[src/rtl/user_gpio_in_conditioner.sv]
// Input conditioner for the user io_in pads: 2-flop sync, tick-based debounce, edge status
// with W1C clear, level interrupt and a small Wishbone register window.
module user_gpio_in_conditioner #(
  parameter int unsigned NPADS    = 38,
  parameter logic [31:0] BASE_ADR = 32'h300F_FFC0
) (
  input  logic             wb_clk_i,
  input  logic             wb_rstn_i,
  input  logic             wbs_stb_i,
  input  logic             wbs_cyc_i,
  input  logic             wbs_we_i,
  input  logic [3:0]       wbs_sel_i,
  input  logic [31:0]      wbs_dat_i,
  input  logic [31:0]      wbs_adr_i,
  output logic             wbs_ack_o,
  output logic [31:0]      wbs_dat_o,
  input  logic [NPADS-1:0] io_in,
  output logic [NPADS-1:0] gpio_in_deb,
  output logic             irq
);

  localparam int unsigned HiW = NPADS - 32;

  localparam logic [2:0] IdxInL   = 3'd0;
  localparam logic [2:0] IdxInH   = 3'd1;
  localparam logic [2:0] IdxCtrl  = 3'd2;
  localparam logic [2:0] IdxIenL  = 3'd3;
  localparam logic [2:0] IdxIenH  = 3'd4;
  localparam logic [2:0] IdxStatL = 3'd5;
  localparam logic [2:0] IdxStatH = 3'd6;

  // State
  logic             ack_q, ack_d;
  logic [31:0]      dat_q, dat_d;
  logic             rise_en_q, rise_en_d;
  logic             fall_en_q, fall_en_d;
  logic             bypass_q, bypass_d;
  logic [7:0]       div_q, div_d;
  logic [7:0]       cnt_q, cnt_d;
  logic [NPADS-1:0] s1_q, s2_q;
  logic [NPADS-1:0] h0_q, h0_d;
  logic [NPADS-1:0] h1_q, h1_d;
  logic [NPADS-1:0] deb_q, deb_d;
  logic [NPADS-1:0] ien_q, ien_d;
  logic [NPADS-1:0] stat_q, stat_d;

  // Bus decode
  logic [31:0] off;
  logic [2:0]  idx;
  logic        hit;
  logic        match;
  logic        wr;
  logic        rd;
  logic [31:0] be;
  logic [31:0] rdata;

  assign off   = wbs_adr_i - BASE_ADR;
  assign idx   = off[4:2];
  assign hit   = (off[31:5] == '0) && (off[1:0] == 2'b00) && (idx != 3'd7);
  assign match = wbs_cyc_i & wbs_stb_i & ~ack_q & hit;
  assign wr    = match & wbs_we_i;
  assign rd    = match & ~wbs_we_i;
  assign be    = {{8{wbs_sel_i[3]}}, {8{wbs_sel_i[2]}}, {8{wbs_sel_i[1]}}, {8{wbs_sel_i[0]}}};

  // Input path signals
  logic             tick;
  logic             div_wr;
  logic [NPADS-1:0] stable;
  logic [NPADS-1:0] rise;
  logic [NPADS-1:0] fall;
  logic [NPADS-1:0] stat_set;
  logic [NPADS-1:0] stat_clr;

  assign tick   = (cnt_q == div_q);
  assign div_wr = wr && (idx == IdxCtrl) && wbs_sel_i[1];
  // A pin is stable when the current sample matches the two previous tick samples.
  assign stable = ~(s2_q ^ h0_q) & ~(s2_q ^ h1_q);

  always_comb begin
    cnt_d = cnt_q + 8'd1;
    if (div_wr || tick) begin
      cnt_d = '0;
    end
  end

  always_comb begin
    h0_d = h0_q;
    h1_d = h1_q;
    if (tick) begin
      h0_d = s2_q;
      h1_d = h0_q;
    end
  end

  always_comb begin
    deb_d = deb_q;
    if (bypass_q) begin
      deb_d = s2_q;
    end else if (tick) begin
      deb_d = (deb_q & ~stable) | (s2_q & stable);
    end
  end

  assign rise     = deb_d & ~deb_q;
  assign fall     = ~deb_d & deb_q;
  assign stat_set = ({NPADS{rise_en_q}} & rise) | ({NPADS{fall_en_q}} & fall);

  always_comb begin
    stat_clr = '0;
    if (wr && (idx == IdxStatL)) begin
      stat_clr[31:0] = wbs_dat_i & be;
    end
    if (wr && (idx == IdxStatH)) begin
      stat_clr[NPADS-1:32] = wbs_dat_i[HiW-1:0] & be[HiW-1:0];
    end
  end

  // A set on the same edge as a clear wins.
  assign stat_d = (stat_q & ~stat_clr) | stat_set;

  always_comb begin
    ien_d = ien_q;
    if (wr && (idx == IdxIenL)) begin
      ien_d[31:0] = (ien_q[31:0] & ~be) | (wbs_dat_i & be);
    end
    if (wr && (idx == IdxIenH)) begin
      ien_d[NPADS-1:32] = (ien_q[NPADS-1:32] & ~be[HiW-1:0]) | (wbs_dat_i[HiW-1:0] & be[HiW-1:0]);
    end
  end

  always_comb begin
    rise_en_d = rise_en_q;
    fall_en_d = fall_en_q;
    bypass_d  = bypass_q;
    div_d     = div_q;
    if (wr && (idx == IdxCtrl)) begin
      if (wbs_sel_i[0]) begin
        rise_en_d = wbs_dat_i[0];
        fall_en_d = wbs_dat_i[1];
        bypass_d  = wbs_dat_i[2];
      end
      if (wbs_sel_i[1]) begin
        div_d = wbs_dat_i[15:8];
      end
    end
  end

  always_comb begin
    rdata = '0;
    case (idx)
      IdxInL:   rdata = deb_q[31:0];
      IdxInH:   rdata[HiW-1:0] = deb_q[NPADS-1:32];
      IdxCtrl:  rdata = {16'h0, div_q, 5'h0, bypass_q, fall_en_q, rise_en_q};
      IdxIenL:  rdata = ien_q[31:0];
      IdxIenH:  rdata[HiW-1:0] = ien_q[NPADS-1:32];
      IdxStatL: rdata = stat_q[31:0];
      IdxStatH: rdata[HiW-1:0] = stat_q[NPADS-1:32];
      default:  rdata = '0;
    endcase
  end

  always_comb begin
    ack_d = match;
    dat_d = rd ? rdata : 32'h0;
  end

  always_ff @(posedge wb_clk_i or negedge wb_rstn_i) begin
    if (!wb_rstn_i) begin
      ack_q     <= 1'b0;
      dat_q     <= '0;
      rise_en_q <= 1'b1;
      fall_en_q <= 1'b0;
      bypass_q  <= 1'b0;
      div_q     <= '0;
      cnt_q     <= '0;
      s1_q      <= '0;
      s2_q      <= '0;
      h0_q      <= '0;
      h1_q      <= '0;
      deb_q     <= '0;
      ien_q     <= '0;
      stat_q    <= '0;
    end else begin
      ack_q     <= ack_d;
      dat_q     <= dat_d;
      rise_en_q <= rise_en_d;
      fall_en_q <= fall_en_d;
      bypass_q  <= bypass_d;
      div_q     <= div_d;
      cnt_q     <= cnt_d;
      s1_q      <= io_in;
      s2_q      <= s1_q;
      h0_q      <= h0_d;
      h1_q      <= h1_d;
      deb_q     <= deb_d;
      ien_q     <= ien_d;
      stat_q    <= stat_d;
    end
  end

  assign wbs_ack_o   = ack_q;
  assign wbs_dat_o   = dat_q;
  assign gpio_in_deb = deb_q;
  assign irq         = |(stat_q & ien_q);

endmodule

[config.mk]
export PLATFORM = sky130hd
export DESIGN_NAME = user_gpio_in_conditioner
export DESIGN_NICKNAME = d
export VERILOG_FILES = /design/src/rtl/user_gpio_in_conditioner.sv
export SDC_FILE = /design/constraint.sdc
export NUM_CORES = 1
export LEC_CHECK = 0
export CAP_MARGIN = 20
export CELL_PAD_IN_SITES_DETAIL_PLACEMENT = 0
export CELL_PAD_IN_SITES_GLOBAL_PLACEMENT = 2
export CORE_AREA = 2 2 215 217
export CTS_CLUSTER_DIAMETER = 50
export DETAILED_ROUTE_END_ITERATION = 8
export DIE_AREA = 0 0 217 219
export HOLD_SLACK_MARGIN = 0.05
export MAX_ROUTING_LAYER = met4
export PLACE_DENSITY_LB_ADDON = 0.1
export SYNTH_ARGS = -nofsm -noshare
export SYNTH_HDL_FRONTEND = slang
export SYNTH_SLANG_ARGS = --single-unit
[constraint.sdc]
create_clock -name wb_clk_i -period 2.8 [get_ports wb_clk_i]
set_input_delay 0.56 -clock wb_clk_i [delete_from_list [all_inputs] [get_ports wb_clk_i]]
set_output_delay 0.56 -clock wb_clk_i [all_outputs]
set_load 0.05 [all_outputs]
==> metrics.md, run 1 <==
| Metric | Value |
|---|---|
| Status | finished clean |
| Tcrit/Tclk final | between 90% and 100% |
| CTS tree | built |
| Clock buffer depth | 3 |
| Reg2Reg Depth | 8 |
| Worst Setup Path Type | in2reg |
| Cells after Synth | ~1300 |
| Asr flop ratio synth | 100% |
| Total number of vias | around 12000 |
| Final setup violation count | 0 |
| Switching Fraction | roughly 24% |
| Routed Antenna Nets | 0 |
| Crit path launch type | primary input |
| Post-layout util | 45.1% |
| Number of synthesized flops with an enable pin | 0 |
| Top cells by area, synth | dfrtp_1 (54%), mux2_2 (6.5%), nand2_1 (4.2%), nor2_1 (3.8%), mux2i_1 (3.3%) |
| Tot GR Track Use | around a fifth |
| Row count | approximately 80 |
| Chip height | approximately 220 microns |
| Post-Syn Nets | approximately 1500 |
| Max Transition Viols Final | 0 |
| Top FF cell, synth | dfrtp_1 |
| Vias per inst | 5.13 |
| Post-Synth XOR/XNOR Area | less than 1% |
| H-tree Lvls | 2 |
| #FFs+latches synth | about 320 |
| Die width | between 200 and 250 microns |
| Tot Pwr | 0.0124 W |
| Worst slew pin tran | about 560 ps |
| PortBufs | around 180 |
| CP endpoint kind | register |
| Avg Inst Size Synth | about 11 sq um |
| Num CTS Buffers | 46 |
| Ys Warns | 0 |
| Grt total ovfl | 0 |
| Sw Pwr | ~0.003 W |
| Core area | around 45000 sq um |
| Largest net degree at the start of global routing | between 70 and 80 |
| Post-synth top area cell | dfrtp_1 |
| Clock transition at the registers of the reported paths | 60 ps |
| Inserted Diodes | 0 |
| Area delta synth->final | 37.8% |
| Power Internal | 0.00935 W |
| Clock period minus final worst setup slack | 2780 ps |
| Final Non-Filler Cells | 2273 |
| Critical path peak fanout | 9 |
| Final #Nets | ~1800 |
| Final Routed Wirelength | between 40000 and 50000 microns |
| Reg2reg start | wbs_ack_o |
| Crit path launch | wbs_adr_i[1] |
| Post-synthesis mux area share | a little over an eighth |
| Worst setup path endpoint | wbs_dat_o[10] |
| Worst r2r dst | wbs_dat_o[10] |
| Most frequent cells in the layout | dfrtp_1 (315), nand2_1 (166), clkdlybuf4s50_1 (161) |
| Initial Util | between 30% and 40% |
| Max Cap Viol | 0 |
| CTS Sinks | 318 |
| Worst-Skew Late Latency | ~570 ps |
| Rel. slew slack | 62.6% |
| Drc violations | 0 |
| Share of layout cells above drive strength 1 | around 24% |
| Crit path DAT | 3220 ps |
| Synth Area in Adders | less than 1% |
| R2R Setup Slk | roughly 70 ps |
| Initial DRC Count | just over 800 |
| Sequential share of the synthesized area | between 50% and 60% |
| Synth top area share | 53.7% |
| Hold/Removal Path Class | reg2reg |
| DRT Pass-1 Iters | 7 |
| Simple-gate share of the synthesized area | 17.5% |
| Hpwl dp | ~34000 microns |
| Initial antenna violation count | 0 |
| First-pass GRT wire length | ~74000 microns |
| Leak Pwr | 8.77 nW |
| Most common cell after layout, fill and taps aside | dfrtp_1 |
| Drt wl/cell | between 20 and 25 microns |
| Fillers | approximately 4200 |
| # IOs | around 180 |
| Power Density | a little over 600 nW/um^2 |
| Final Hold Fails | 0 |
| Clk pwr share | 51.2% |
| Largest family of logic cells by synthesized area | simple AND/OR/NAND/NOR gates |
| Synthesized cell area | between 10000 and 15000 sq um |
| Placed Cells incl. Taps | 2172 |
| Combinational power share | ~8.8% |
| Crit path required time | approximately 3200 ps |
| Vias in the first global route | about 12000 |
| Clk_skew | 22.9 ps |
| Worst vdd ir | 0.331 mV |
| Distinct cells, synth | 64 |
| RD Place Congestion | roughly 0.8 |
| Root Driver | clkbuf_16 |
| Complex-gate fraction of the synthesized area | 11.4% |
| Reg power frac | 39.9% |
| Fmax | between 300 and 400 MHz |
| Full die area | 47500 sq um |
## cells in the mapped netlist, drive strengths merged (10+ instances only)
cell type,count
a221oi,13
nand2,167
nor3,14
nor2b,39
a31oi,61
clkbuf,53
nand4,47
nor2,148
o21ai,10
nand2b,35
a21oi,27
nand3,19
dfrtp,317
a22oi,39
a2bb2oi,35
xor2,13
mux2i,48
nor4,10
mux2,116
inv,12
buf,27
## critical path, stage by stage
cell	delay, ps
clkdlybuf4s50_1	440
nor4b_1	490
o2111ai_1	290
a2111oi_4	270
buf_4	160
nand4b_1	160
or3_4	430
buf_6	180
nor2_1	230
## cell type report
class	count	area, sq um	share of cell area (%)
clock buffers	59	1290	6.35
clock inverters	25	390	1.92
inverters	12	45.0	0.221
multi-input cells	939	6780	33.3
flip-flops and latches	318	7960	39.1
well taps	600	751	3.69
repair buffers	320	3130	15.4
## worst min-delay path by stage
stage,from,cells past startpoint,end,slack (ps)
after floorplan,wb_rstn_i,0,async pin,260
after global placement,s1_q[28],0,s2_q[28],330
after detailed placement,s1_q[14],0,s2_q[14],330
after CTS,s1_q[13],0,s2_q[13],350
after global routing,s1_q[14],0,s2_q[14],350
final,s1_q[13],0,s2_q[13],340
## routing by layer
layer | wire length (microns) | global-route usage, % | vias to the layer above | share of wire (%)
met5 | 0 | - | - | 0
met2 | 22000 | 31.9 | 315 | 45
met3 | 2520 | 3.49 | 75 | 5.2
met4 | 1060 | 5.80 | 0 | 2.2
met1 | 23100 | 29.1 | 5786 | 47
li1 | - | - | 5483 | -
## power by group through the flow
stage               sequential, W  combinational (W)  clock [W]
floorplan                 0.00510           0.000341          0
global placement          0.00502            0.00108          0
detailed placement        0.00502            0.00108          0
CTS                       0.00494            0.00109    0.00649
global route              0.00496            0.00118    0.00670
finish                    0.00494            0.00109    0.00633
## cell families (layout without fill, tap and decap cells)
kind of cell	Yosys count	after routing
compound gates	233	233
xor+xnor	15	15
fa+ha+maj	2	2
buf+inv	92	416
flops	318	318
mux	168	168
simple gates	520	521
## through the flow
| step | instance area, sq um | setup slack (ps) | setup TNS, ps | hold slack [ps] |
|---|---|---|---|---|
| 6_report | 20300 | 21.5 | 0 | 343 |
| 4_1_cts | 20100 | -10.6 | -10.6 | 346 |
| 3_5_place_dp | 18300 | -951 | -99110 | 335 |
| 3_3_place_gp | 18300 | -1040 | -100510 | 333 |
| 2_1_floorplan | 14900 | -87.6 | -1610 | 264 |
| 5_1_grt | 20300 | -30.2 | -345 | 352 |
## what timing repair did
| item | 4_1_cts | 5_1_grt |
|---|---|---|
| gates resized for setup | 47 | 41 |
| gates cloned | 1 | 1 |
| pin swaps | 10 | 10 |
| setup endpoints to repair | 126 | 119 |
| hold endpoints to repair | 46 | 0 |
| setup buffers | 13 | 2 |
| hold buffers | 1 | 0 |
Note: power is estimated with default switching activity, not from simulation.
==> run 2: changes to the inputs <==
PLACE_DENSITY = 0.73   (was default)
PLACE_DENSITY_LB_ADDON = default   (was 0.1)
==> run 2 against run 1 <==
The flow now finishes with violations (setup timing). Die area stayed put. Sequential share of layout area rose by 0.91 points. Cell area decreased by 2.3%. Power is 6.3% lower. Cell count is 0.88% lower. Sequential cell count did not move. First-iteration DRC count decreased by 12%. Critical path depth down 2. Critical endpoint is now irq. Largest power group unchanged.
==> metrics.md, run 2 (same netlist as run 1, synthesis figures left out) <==
| Metric | Value |
|---|---|
| Status | complete, but fails checks |
| Violated checks | setup timing |
| Cell mode on critical path | nand4_1 |
| Initial antenna violation count | 0 |
| Most frequent cells in the layout | dfrtp_1 (314), nand2_1 (166), clkdlybuf4s50_1 (156) |
| Full die area | between 40000 and 50000 sq um |
| Clk_skew | 17.5 ps |
| Leak Pwr | 8.67 nW |
| Core area | approximately 45000 sq um |
| Clock transition at the registers of the reported paths | roughly 60 ps |
| Worst vdd ir | around 0.35 mV |
| Largest net degree at the start of global routing | between 80 and 90 |
| Tcrit/Tclk final | 100% |
| Crit path launch type | register |
| Reg area | roughly 8000 sq um |
| Tot GR Track Use | slightly above 20% |
| Vias in the first global route | ~11000 |
| Fillers | 4320 |
| Initial Util | between 30% and 40% |
| Cell count of the worst hold path | 0 |
| Final setup violation count | 1 |
| Crit path DAT | ~2300 ps |
| Drc violations | 0 |
| Max Transition Viols Final | 0 |
| Share of layout cells above drive strength 1 | 22.6% |
| # IOs | ~180 |
| Num CTS Buffers | 41 |
| Crit path required time | 2240 ps |
| CTS Sinks | roughly 320 |
| RSZ-0062 raised after global routing | yes |
| Row count | 78 |
| Routed Antenna Nets | 0 |
| WP depth | 7 |
| Critical path peak fanout | 3 |
| Area delta synth->final | 34.7% |
| PortBufs | between 150 and 200 |
| Multi-input gate area | approximately 6700 sq um |
| Placed Cells incl. Taps | 2168 |
| Worst slew pin tran | 702 ps |
| CTS tree | built |
| Total number of vias | around 12000 |
| Initial DRC Count | between 700 and 800 |
| Clock period minus final worst setup slack | roughly 2800 ps |
| Chip height | ~220 microns |
| Max Cap Viol | 0 |
| Pre-CTS setup slack | -919 ps |
| Delay-heaviest family, CP | flip-flops |
| H-tree Lvls | 2 |
| RD Place Congestion | 0.844 |
| Post-layout util | about 44% |
| Clock buffer depth | 3 |
| Root Driver | clkbuf_16 |
| Final Hold Fails | 0 |
| Worst-Skew Late Latency | around 560 ps |
| DRT Pass-1 Iters | 5 |
| Power Density | 583 nW/um^2 |
| Final #Nets | roughly 1700 |
| Final Non-Filler Cells | around 2300 |
| Die width | around 220 microns |
| First-pass GRT wire length | 72200 microns |
| Grt total ovfl | 0 |
| Rel. slew slack | 53.2% |
| Cells along the critical path | a22o_1, a221oi_2, buf_4, nand4_1, nor3_2, nand4_1, buf_6 |
| Final Routed Wirelength | 47600 microns |
| Final worst slack | -10.9 ps |
| Reg2Reg Depth | 9 |
| Fmax | around 360 MHz |
| Worst path buffer plus inverter count | 2 |
| Most common cell after layout, fill and taps aside | dfrtp_1 |
| Hpwl dp | ~34000 microns |
| Slowest CP cell | dfrtp_2 |
| Worst Setup Path Type | reg2out |
| Vias per inst | approximately 5.2 |
| Hold/Removal Path Class | reg2reg |
| Hold WS | 340 ps |
| Slowest stage delay, CP | ~450 ps |
| Drt wl/cell | between 20 and 25 microns |
| CP endpoint kind | primary output |
## run 2: final timing paths
check	from	endpoint	slack, ps
max	stat_q[35]	irq	-10
max reg2reg	cnt_q[4]	stat_q[7]	140
min in group asynchronous	wb_rstn_i	s1_q[14]	610
min reg2reg	s1_q[10]	s2_q[10]	340
min	s1_q[10]	s2_q[10]	340
max in group asynchronous	wb_rstn_i	h1_q[0]	1450
## run 2: layout make-up
class | instances | share of cell area (%)
Sequential cell | 318 | 40.1
Multi-Input combinational cell | 938 | 33.6
Timing Repair Buffer | 310 | 15.1
Clock buffer | 57 | 5.92
Tap cell | 600 | 3.78
Clock inverter | 17 | 1.38
Inverter | 12 | 0.227
Antenna cell | 1 | 0.0126
## run 2: what timing repair did
action                                  4_1_cts  5_1_grt
endpoints found under the setup margin      128      128
pin swaps                                    12       17
cloned                                        0        1
resized for setup                            45       44
buffers inserted                              7        2
endpoints found under the hold margin        59        0
hold buffers                                  1        0
## run 2: power breakdown
group	leakage, nW	switching (W)	internal [W]	total [W]
Clock	0.704	0.00206	0.00351	0.00557
Sequential	3.79	0.000180	0.00475	0.00493
Combinational	4.18	0.000590	0.000487	0.00108
## run 2: per-layer routing
| layer | vias up | global-route usage [%] | wire length (microns) |
|---|---|---|---|
| li1 | 5441 | - | - |
| met1 | 5867 | 28.7 | 22600 |
| met2 | 271 | 30.9 | 21600 |
| met3 | 66 | 2.81 | 2150 |
| met4 | 0 | 6.46 | 1180 |
| met5 | - | - | 0 |
## run 2: per-stage QoR
step | power, W | instance area, sq um | setup TNS (ps)
2_1_floorplan | 0.00544 | 14900 | -1610
6_report | 0.0116 | 19900 | -10.9
3_3_place_gp | 0.00608 | 18200 | -101520
5_1_grt | 0.0120 | 19900 | -92.4
4_1_cts | 0.0118 | 19800 | -119
3_5_place_dp | 0.00610 | 18200 | -97270
==> run 3: changes to the inputs <==
CAP_MARGIN = 15   (was 20)
CORE_AREA = 2 2 225 227   (was 2 2 215 217)
DIE_AREA = 0 0 227 229   (was 0 0 217 219)
PLACE_DENSITY = 0.68   (was 0.73)
==> run 3 against run 2 <==
Via count shrank 0.64%. Maximum frequency shrank 1.9%. Cell count grew 2.8%. Clock-buffer cell count shrank 5. Cell area is essentially flat. Clock skew shrank 6.0 ps. Die area grew 9.4%. Critical endpoint unchanged. Combinational power is essentially flat. Critical path depth is the same. Sequential share of layout area is essentially flat. Non-clock buffer count shrank 11. The flow still finishes with violations (setup timing). Core utilization shrank 4.1 points.
==> metrics.md, run 3 (same netlist as run 1, synthesis figures left out) <==
| Metric | Value |
|---|---|
| Status | complete, but fails checks |
| Violated checks | setup timing |
| Max Cap Viol | 0 |
| Worst vdd ir | 0.380 mV |
| Worst-Skew Late Latency | around 560 ps |
| Clock transition at the registers of the reported paths | approximately 60 ps |
| Final worst slack | -66.8 ps |
| Crit path required time | approximately 2200 ps |
| Final #Nets | between 1500 and 2000 |
| Cells along the critical path | a22o_1, a221oi_2, buf_4, nand4_1, nor3_2, nand4_1, buf_6 |
| Grt total ovfl | 0 |
| Slowest stage delay, CP | 450 ps |
| Crit path launch | stat_q[35] |
| Reg2Reg Depth | 8 |
| Share of layout cells above drive strength 1 | between 20% and 30% |
| Root Driver | clkbuf_16 |
| Critical path peak fanout | 3 |
| Rel. slew slack | 57.5% |
| Initial antenna violation count | 0 |
| Tcrit/Tclk final | 102% |
| Initial DRC Count | 718 |
| Crit path DAT | around 2300 ps |
| Fin Setup TNS | -66.8 ps |
| Inserted Diodes | 0 |
| R2R Setup Slk | approximately 170 ps |
| Drc violations | 0 |
| Final Hold Fails | 0 |
| CTS tree | built |
| Final instance area | ~20000 sq um |
| H-tree Lvls | 2 |
| Most common cell after layout, fill and taps aside | dfrtp_1 |
| Crit path launch type | register |
| RD Place Congestion | roughly 0.8 |
| Total number of vias | 11600 |
| Most frequent cells in the layout | dfrtp_1 (315), nand2_1 (166), clkdlybuf4s50_1 (160) |
| Chip height | approximately 230 microns |
| Slowest CP cell | dfrtp_2 |
| Hold/Removal Path Class | reg2reg |
| Worst slew pin tran | around 640 ps |
| Hpwl dp | roughly 35000 microns |
| Largest net degree at the start of global routing | 65 |
| Power Density | just under 600 nW/um^2 |
| Final Routed Wirelength | roughly 50000 microns |
| Max Transition Viols Final | 0 |
| CP endpoint kind | primary output |
| DRT Pass-1 Iters | 5 |
| Clk_skew | around 12 ps |
| # IOs | between 150 and 200 |
| CTS Sinks | 318 |
| Reg2reg start | cnt_q[5] |
| Worst path buffer plus inverter count | 2 |
| Drt wl/cell | about 21 microns |
| WP depth | 7 |
| Clock buffer depth | 3 |
| Num CTS Buffers | 43 |
| Vias in the first global route | between 10000 and 15000 |
| Fmax | 349 MHz |
| Dpl cell area | 18200 sq um |
| Clock period minus final worst setup slack | 2870 ps |
| Tot GR Track Use | 19.6% |
| RSZ-0062 raised after global routing | yes |
| PortBufs | roughly 180 |
| Core area | 49700 sq um |
| Fillers | roughly 4900 |
| Pre-CTS setup slack | -849 ps |
| Cell mode on critical path | nand4_1 |
| Worst setup path endpoint | irq |
| Die width | 227 microns |
| Full die area | ~52000 sq um |
| Vias per inst | around 5.0 |
| Routed Antenna Nets | 0 |
| Final setup violation count | 1 |
| Area delta synth->final | 34.7% |
| Initial Util | between 20% and 30% |
| Delay-heaviest family, CP | simple AND/OR/NAND/NOR gates |
| Leak Pwr | between 8 and 9 nW |
| Worst r2r dst | stat_q[3] |
| Row count | 82 |
| First-pass GRT wire length | about 75000 microns |
| Cell count of the worst hold path | 0 |
| Worst Setup Path Type | reg2out |
## run 3: through the flow
stage | hold WS (ps) | total power, W | util (%) | cells
finish | 336 | 0.0116 | 40.0 | 2316
global route | 352 | 0.0121 | 40.0 | 2316
CTS | 336 | 0.0118 | 39.8 | 2312
detailed placement | 335 | 0.00608 | 36.7 | 2231
global placement | 332 | 0.00607 | 36.7 | 2231
floorplan | 264 | 0.00544 | - | 1348
## run 3: final cells by class
| cell class | instances | area (sq um) | area share, % |
|---|---|---|---|
| tap | 672 | 841 | 4.23 |
| timing repair buffer | 299 | 2920 | 14.7 |
| inverter | 12 | 45.0 | 0.227 |
| multi-input combinational | 938 | 6640 | 33.4 |
| clock inverter | 25 | 293 | 1.47 |
| clock buffer | 52 | 1180 | 5.95 |
| sequential | 318 | 7960 | 40.1 |
## run 3: power by group
group          switching (W)  internal (W)  total, W
combinational       0.000588      0.000472   0.00106
sequential          0.000184       0.00475   0.00494
clock                0.00212       0.00349   0.00562
total                0.00289       0.00872    0.0116
## run 3: worst min-delay path by stage
stage	start	slack, ps	end
after floorplan	wb_rstn_i	260	async pin
after global placement	s1_q[21]	330	s2_q[21]
after detailed placement	s1_q[17]	330	s2_q[17]
after CTS	s1_q[17]	340	s2_q[17]
after global routing	s1_q[21]	350	s2_q[21]
final	s1_q[17]	340	s2_q[17]
## run 3: per-layer routing
| metal | track usage [%] | vias up | wire length (microns) |
|---|---|---|---|
| li1 | - | 5435 | - |
| met1 | 27.4 | 5802 | 23700 |
| met2 | 29.2 | 259 | 22000 |
| met3 | 3.39 | 75 | 2020 |
| met4 | 5.41 | 0 | 1120 |
| met5 | - | - | 0 |
## run 3: timing repair
| item | 4_1_cts | 5_1_grt |
|---|---|---|
| hold buffers | 1 | 0 |
| endpoints found under the hold margin | 51 | 0 |
| pin swaps | 8 | 13 |
| buffers inserted | 3 | 4 |
| resized for setup | 37 | 54 |
| endpoints found under the setup margin | 126 | 119 |
